## config.mk

```make
export PLATFORM = sky130hd
export DESIGN_NAME = nibble_serial_adder_ctrl
export DESIGN_NICKNAME = d
export VERILOG_FILES = /design/src/rtl/nibble_serial_adder_ctrl.sv
export SDC_FILE = /design/constraint.sdc
export NUM_CORES = 1
export LEC_CHECK = 0
export ABC_AREA = 1
export BUFFER_PORTS_ARGS = -buffer_cell sky130_fd_sc_hd__buf_2
export CAP_MARGIN = 20
export CORE_MARGIN = 1
export CORE_UTILIZATION = 30
export CTS_CLUSTER_SIZE = 25
export DETAILED_ROUTE_END_ITERATION = 10
export PLACE_DENSITY = 0.51
export SLEW_MARGIN = 0
export SYNTH_ARGS = -nofsm -noshare
export SYNTH_HDL_FRONTEND = slang
export SYNTH_SLANG_ARGS = --single-unit
```

## constraint.sdc

```tcl
create_clock -name clk -period 1.96 [get_ports clk]
set_input_delay 0.196 -clock clk [delete_from_list [all_inputs] [get_ports clk]]
set_output_delay 0.196 -clock clk [all_outputs]
set_load 0.005 [all_outputs]
```

## src/rtl/nibble_serial_adder_ctrl.sv

```systemverilog
// Serial W-bit adder: one 4-bit carry-lookahead slice walks the operands a nibble per cycle.
// Optional signed-overflow output is enabled with macro ADDER_OVF_EN.
module nibble_serial_adder_ctrl #(
  parameter int unsigned WORDS = 4
) (
  input  logic                 clk,
  input  logic                 rst,
  input  logic                 in_valid,
  output logic                 in_ready,
  input  logic [4*WORDS-1:0]   a_in,
  input  logic [4*WORDS-1:0]   b_in,
  input  logic                 c_in,
  output logic                 out_valid,
  input  logic                 out_ready,
  output logic [4*WORDS-1:0]   sum,
  output logic                 co,
`ifdef ADDER_OVF_EN
  output logic                 ovf,
`endif
  output logic                 busy
);

  localparam int unsigned W    = 4 * WORDS;
  localparam int unsigned IW   = (WORDS > 1) ? $clog2(WORDS) : 1;
  localparam logic [IW-1:0] LAST = IW'(WORDS - 1);

  typedef enum logic [1:0] {IDLE = 2'd0, RUN = 2'd1, DONE = 2'd2} state_t;

  state_t          state_q, state_d;
  logic [W-1:0]    a_q, a_d, b_q, b_d, sum_q, sum_d;
  logic [IW-1:0]   idx_q, idx_d;
  logic            cy_q, cy_d, co_q, co_d;
  logic            out_valid_q, out_valid_d;
  logic            in_ready_q, in_ready_d;
  logic            busy_q, busy_d;
`ifdef ADDER_OVF_EN
  logic            ovf_q, ovf_d;
`endif

  logic [3:0]      nib_a, nib_b, g, p, s;
  logic [4:0]      c;

  // Shared 4-bit carry-lookahead slice fed by the currently indexed nibble.
  always_comb begin
    nib_a = '0;
    nib_b = '0;
    for (int i = 0; i < int'(WORDS); i++) begin
      if (idx_q == IW'(i)) begin
        nib_a = a_q[4*i +: 4];
        nib_b = b_q[4*i +: 4];
      end
    end
    g    = nib_a & nib_b;
    p    = nib_a ^ nib_b;
    c[0] = cy_q;
    c[1] = g[0] | (p[0] & c[0]);
    c[2] = g[1] | (p[1] & g[0]) | (p[1] & p[0] & c[0]);
    c[3] = g[2] | (p[2] & g[1]) | (p[2] & p[1] & g[0]) | (p[2] & p[1] & p[0] & c[0]);
    c[4] = g[3] | (p[3] & g[2]) | (p[3] & p[2] & g[1]) | (p[3] & p[2] & p[1] & g[0])
         | (p[3] & p[2] & p[1] & p[0] & c[0]);
    s    = p ^ c[3:0];
  end

  always_ff @(posedge clk or posedge rst) begin
    if (rst) begin
      state_q <= IDLE;
    end else begin
      state_q <= state_d;
    end
  end

  always_comb begin
    state_d = state_q;
    case (state_q)
      IDLE:    if (in_valid && in_ready_q)    state_d = RUN;
      RUN:     if (idx_q == LAST)             state_d = DONE;
      DONE:    if (out_valid_q && out_ready)  state_d = IDLE;
      default:                                state_d = IDLE;
    endcase
  end

  // Datapath and registered-output next values; out_valid rises one cycle after DONE is entered.
  always_comb begin
    a_d         = a_q;
    b_d         = b_q;
    sum_d       = sum_q;
    idx_d       = idx_q;
    cy_d        = cy_q;
    co_d        = co_q;
`ifdef ADDER_OVF_EN
    ovf_d       = ovf_q;
`endif
    out_valid_d = (state_q == DONE) && !(out_valid_q && out_ready);
    in_ready_d  = (state_d == IDLE);
    busy_d      = (state_d != IDLE);
    case (state_q)
      IDLE: begin
        if (in_valid && in_ready_q) begin
          a_d   = a_in;
          b_d   = b_in;
          cy_d  = c_in;
          idx_d = '0;
          sum_d = '0;
          co_d  = 1'b0;
`ifdef ADDER_OVF_EN
          ovf_d = 1'b0;
`endif
        end
      end
      RUN: begin
        for (int i = 0; i < int'(WORDS); i++) begin
          if (idx_q == IW'(i)) sum_d[4*i +: 4] = s;
        end
        cy_d = c[4];
        if (idx_q == LAST) begin
          co_d  = c[4];
`ifdef ADDER_OVF_EN
          ovf_d = c[3] ^ c[4];
`endif
        end else begin
          idx_d = idx_q + IW'(1);
        end
      end
      default: ;
    endcase
  end

  always_ff @(posedge clk or posedge rst) begin
    if (rst) begin
      a_q         <= '0;
      b_q         <= '0;
      sum_q       <= '0;
      idx_q       <= '0;
      cy_q        <= 1'b0;
      co_q        <= 1'b0;
      out_valid_q <= 1'b0;
      in_ready_q  <= 1'b1;
      busy_q      <= 1'b0;
    end else begin
      a_q         <= a_d;
      b_q         <= b_d;
      sum_q       <= sum_d;
      idx_q       <= idx_d;
      cy_q        <= cy_d;
      co_q        <= co_d;
      out_valid_q <= out_valid_d;
      in_ready_q  <= in_ready_d;
      busy_q      <= busy_d;
    end
  end

`ifdef ADDER_OVF_EN
  always_ff @(posedge clk or posedge rst) begin
    if (rst) begin
      ovf_q <= 1'b0;
    end else begin
      ovf_q <= ovf_d;
    end
  end

  assign ovf = ovf_q;
`endif

  assign sum       = sum_q;
  assign co        = co_q;
  assign out_valid = out_valid_q;
  assign in_ready  = in_ready_q;
  assign busy      = busy_q;

endmodule

```

Word level (Yosys, flattened, before mapping) --
Cells that the tools add are included.
Operators by class: reduce and logical (&&, ||, !) cells 16, equal/unequal tests 11, bitwise operators 29, $add $sub $neg 1, mux-type cells 26
Operator list (count):
- two-way mux 4 bit | 12
- one-hot mux 16 bit (2 select lines) | 1
- AND 1 bit | 16
- two-way mux 16 bit | 1
- AND reduction 3 bit | 5
- inequality test 2 bit (second input constant) | 6
- two-way mux 2 bit | 5
- bitwise OR 1 bit | 10
- bitwise XOR 4 bit | 2
- == test 2 bit (second input constant) | 3
- zero test 2 bit | 3
- one-hot mux 2 bit (3 select lines) | 1
- AND 4 bit | 1
- == test 2 x 1 -> 1 bit (second input constant) | 2
- one-hot mux 1 bit (2 select lines) | 2
- one-hot mux 2 bit (2 select lines) | 1
- AND reduction 2 bit | 2
- nonzero test 2 bit | 2
- logical AND 1 bit | 3
- two-way mux 1 bit | 3
- adder 2 x 1 -> 2 bit (second input constant) | 1
- zero test 1 bit | 1
Word-level totals: input bits 37, output and inout port bits 20, word-level logic and storage cells 96, bits in registers 57

Logic depth before layout (Yosys ltp) --
depth after elaboration 13, depth in mapped cells 18, depth with buffers taken out 17

Worst setup path before layout --
Ideal clock, no wire load.
path kind register to register, start point reg idx_q[0], end point reg sum_q[11] (netlist: sum[11]), required time 1.842 ns, setup slack -0.210 ns, clock period less this slack 2.170 ns, cell stages (with the launch flop) 15, data arrival time 2.052 ns, buffers on the path 1, path through dfrtp_1 > ha_1 > buf_4 > inv_4 > nand2_1 > o21ai_0 > o21ai_0 > a21oi_1 > ha_1 > nand2_1 > nand2_1 > nor2_1 > nand3_1 > nand4_1 > nand2_1
Between the ends: cells in the longest elaborated chain, start to end 13
RTL lines:
- start: declaration | line 31 | logic [IW-1:0] idx_q, idx_d;
- start signal: assignment | line 143 | idx_q <= idx_d;
- zero test 2 bit | line 48 | if (idx_q == IW'(i)) begin
- two-way mux 4 bit (4 in a row) | line 48
- bitwise XOR 4 bit / AND 4 bit (equally long branches) | line 54, 53
- AND 1 bit | line 58 | c[3] = g[2] | (p[2] & g[1]) | (p[2] & p[1] & g[0]) | (p[2] & p[1] & p[0] & c[0]);
- bitwise OR 1 bit / AND 1 bit (equally long branches) (2 in a row) | line 58
- bitwise OR 1 bit | line 58
- bitwise XOR 4 bit | line 61 | s = p ^ c[3:0];
- two-way mux 4 bit | line 112 | if (idx_q == IW'(i)) sum_d[4*i +: 4] = s;
- one-hot mux 16 bit (2 select lines) | line 96 | case (state_q)
- end signal: assignment | line 142 | sum_q <= sum_d;
- end: declaration | line 30 | logic [W-1:0] a_q, a_d, b_q, b_d, sum_q, sum_d;
Parallel ways exist; a longest one is shown, timed or not. The select of a mux whose other input is x is not followed. A chain may end at the register's enable or synchronous reset.

Final worst setup path --
start point reg idx_q[1], end point reg cy_q
Between the ends: cells in the longest elaborated chain, start to end 12
RTL lines:
- zero test 2 bit | line 48
- two-way mux 4 bit (4 in a row) | line 48
- bitwise XOR 4 bit / AND 4 bit (equally long branches) | line 54, 53
- AND 1 bit, on equally long branches | line 59, 60
- bitwise OR 1 bit, or another cell as far along (2 in a row) | line 59 | c[4] = g[3] | (p[3] & g[2]) | (p[3] & p[2] & g[1]) | (p[3] & p[2] & p[1] & g[0])
- bitwise OR 1 bit / AND 1 bit (equally long branches) | line 59, 60
- bitwise OR 1 bit * | line 60 | | (p[3] & p[2] & p[1] & p[0] & c[0]);
- one-hot mux 1 bit (2 select lines) * | line 96
- end signal: assignment | line 144 | cy_q <= cy_d;
- end: declaration | line 32 | logic cy_q, cy_d, co_q, co_d;
Mark *: on every way between the ends. The rest lies on a longest branch, timed or not.

==> impl_results.md <==
- Status: finished, violations left
- Violations in the final reports: negative setup slack
- Slew HR: 0.563
- Yosys warnings: 0
- Critical path cell sequence: buf_4 > ha_4 > buf_4 > a21oi_1 > nand2_1 > o21ai_4 > inv_1 > ha_1 > nand3_1 > o21ai_0 > nand3_1 > nand2_1 > nand2_1 > nand3_1
- Worst Path Required: approximately 2200 ps
- Sequential share of the synthesized area: 0.509
- CP delay by family, top: simple AND/OR/NAND/NOR gates
- CTS root buf: clkbuf_8
- DIE HEIGHT: roughly 100 um
- Non-Filler Cell Area, Final: between 0.003 and 0.004 mm2
- Synth area leader: dfrtp_1
- Die area: 0.00974 mm2
- Final period util: 1.16
- Hold Path Class: in -> reg
- Clock network fraction of total power: 0.145
- Clk buf depth: 2
- Final setup viols: 18
- Sw Share: 0.440
- Switch Pwr: between 3000 and 4000 uW
- Final Net Count: 454
- Drt drc: 0
- Worst Reg-to-Reg Cells: 14
- DP HPWL: between 4000 and 5000 um
- RSZ-0062 raised after global routing: yes
- Initial antenna violation count: 0
- Pleak: approximately 0.0019 uW
- Crit path arrival time: 2490 ps
- Asr flop ratio synth: 1.00
- Quantity of I/O buffers inserted on ports: 56
- Drt total wl: approximately 6600 um
- Count leader, synth: nand2_1
- Final antenna-violating net count: 0
- Worst-Margin Slew: about 660 ps
- Layout cell share with drive strength beyond 1: 0.350
- Synth cell count leaders: nand2_1 (128), dfrtp_1 (56), inv_1 (26)
- WP depth: 14
- Core Util, Final: 0.411
- Cell Int Power: about 4000 uW
- Maximum VDD drop: approximately 0.00063 V
- Clock transition at path regs: about 60 ps
- Ports: 57
- Core area: around 0.0089 mm2
- CTS tree: built
- Setup CP Type: reg -> reg
- Synth top area cells: dfrtp_1 (50%), nand2_1 (17%), ha_1 (4.0%)
- Final critical-path required period: 2270 ps
- Largest stage delay on the critical path: 450 ps
- Fin Setup TNS: -4130 ps
- Largest net degree at the start of global routing: 45
- Comb power frac: 0.568
- Fmax: about 440 MHz
- Synthesized net count: between 300 and 400
- # Max-Cap Violations: 0
- Post-synth EDFFs: 0
- FILL cells: between 900 and 1000
- Layout area overhead: 30.3%
- CTS H-tree depth: 3
- Main synth FF type: dfrtp_1
- Average size of a mapped cell: 8.55 um2
- Synth Cell Area: around 0.0028 mm2
- TritonCTS buffer count: 9
- Avg WL per Cell: 12.8 um
- Drt first pass iters: 4
- Clk sinks: 57
- Fin Hold WS: 44.7 ps
- Top cell type's share of synthesized area: 0.500
- RePlAce Congestion: about 0.83
- Startpoint types: flip-flop
- Flop pwr share: 0.287
- Placed cell areas: around 0.0032 mm2
- #FFs+latches synth: 57
- Die width: just under 100 um
- Crit path max fanout: 4
- CP Buf/Inv Count: 3
- Critical-path top delay cell: dfrtp_2
- Initial DRC Count: 75
- Gr usage total: 0.149
- ANT cells: 0
- Vias per cell: about 4.5
- Worst skew pair latency: between 300 and 400 ps
- Vias in the first global route: ~2300
- Endpoints failing hold: 0
- Mapped Cells: ~330
- Setup slack after layout: -313 ps
- First-pass GRT wire length: roughly 11000 um
- DR vias: ~2300
- Setup Skew: around 7.7 ps
- PwrDens: 1920 mW/mm2
- Number of library cell types mapped by synthesis: 28
- Initial core utilization: 0.315
- Slew Viols, Final: 0
- Num rows: 34
- Critical path endpoint category: flip-flop
- GR Overflow Total: 0
- Hold path depth: 3
[worst min-delay path: stages]
cell	delay [ps]
buf_2	70
nand2_1	40
nand2_1	40
[cells in the final DEF (no fill, tap or decap), types with 2 or more instances in the layout]
cell,n
a21oi_1,7
a21oi_2,4
buf_2,56
buf_4,17
buf_6,3
clkbuf_1,2
clkbuf_8,9
clkinv_2,3
dfrtp_1,55
ha_1,5
ha_4,4
inv_1,20
inv_2,11
inv_4,4
nand2_1,123
nand2_2,4
nand2_4,2
nand3_1,10
nand3_2,4
nand4_1,5
nor2_1,3
nor2_2,3
nor2_4,2
o211ai_1,5
o21ai_0,14
o21ai_1,15
o21ai_2,5
o21ai_4,4
[registers in the layout, summed over array words and instances (netlist names)]
signal	count
a_q	16
cy_q	1
idx_q	2
in_ready	1
busy	1
b_q	16
out_valid	1
co	1
sum	16
state_q	2
[layout make-up]
class                      count  area, um2  share of cell area
clock buffer                  11        131              0.0360
clock inverter                 4       45.0              0.0123
inverter                      36        153              0.0418
multi-input combinational    224       1280               0.351
sequential                    57       1430               0.391
tap                          108        135              0.0370
timing repair buffer          78        472               0.129
timing repair inverter         1       7.51             0.00205
[worst paths after layout]
| path | from | endpoint | slack (ps) |
|---|---|---|---|
| max | idx_q[1]$_DFFE_PP0P_ | cy_q$_DFFE_PP0P_ | -310 |
| min reg2reg | sum[15]$_DFFE_PP0P_ | sum[15]$_DFFE_PP0P_ | 470 |
| min | a_in[6] | a_q[6]$_DFFE_PP0P_ | 40 |
| min in group asynchronous | rst | busy$_DFF_PP0_ | 310 |
| max in group asynchronous | rst | b_q[12]$_DFFE_PP0P_ | 1130 |
| max reg2reg | idx_q[1]$_DFFE_PP0P_ | cy_q$_DFFE_PP0P_ | -310 |
[layer usage]
layer	wire length [um]	up-vias	global-route usage
li1	-	1206	-
met1	3210	1042	0.199
met2	3010	61	0.234
met3	337	8	0.0482
met4	70	0	0.0413
met5	0	-	0
[logic make-up after synthesis]
kind of cell               synth area share
and+or+nand+nor                       0.236
DFF                                   0.509
AOI/OAI and AO/OA                     0.117
buffers and inverters                0.0906
adders and majority gates            0.0473
[timing repair]
action / in CTS / in global routing
gates cloned: 1 / 0
setup buffers: 4 / 3
hold endpoints to repair: 7 / 0
pin swaps: 18 / 19
gates resized for setup: 29 / 14
setup endpoints to repair: 18 / 18
hold buffers: 1 / 0
[metrics by stage]
step           setup WS (ps)  std cells  power (uW)
2_1_floorplan          -76.3        328        4340
3_3_place_gp            -403        495        5120
3_5_place_dp            -451        495        5140
4_1_cts                 -276        516        6710
5_1_grt                 -492        519        7650
6_report                -313        519        7000
[power groups by stage]
stage | clock (uW) | sequential, uW | combinational [uW]
after global placement | 0 | 2000 | 3110
after detailed placement | 0 | 2000 | 3140
after CTS | 1050 | 2010 | 3650
final | 1020 | 2010 | 3980
after global routing | 1100 | 2060 | 4480
after floorplan | 0 | 1930 | 2420
No activity file was read; power rests on OpenSTA's default activity.
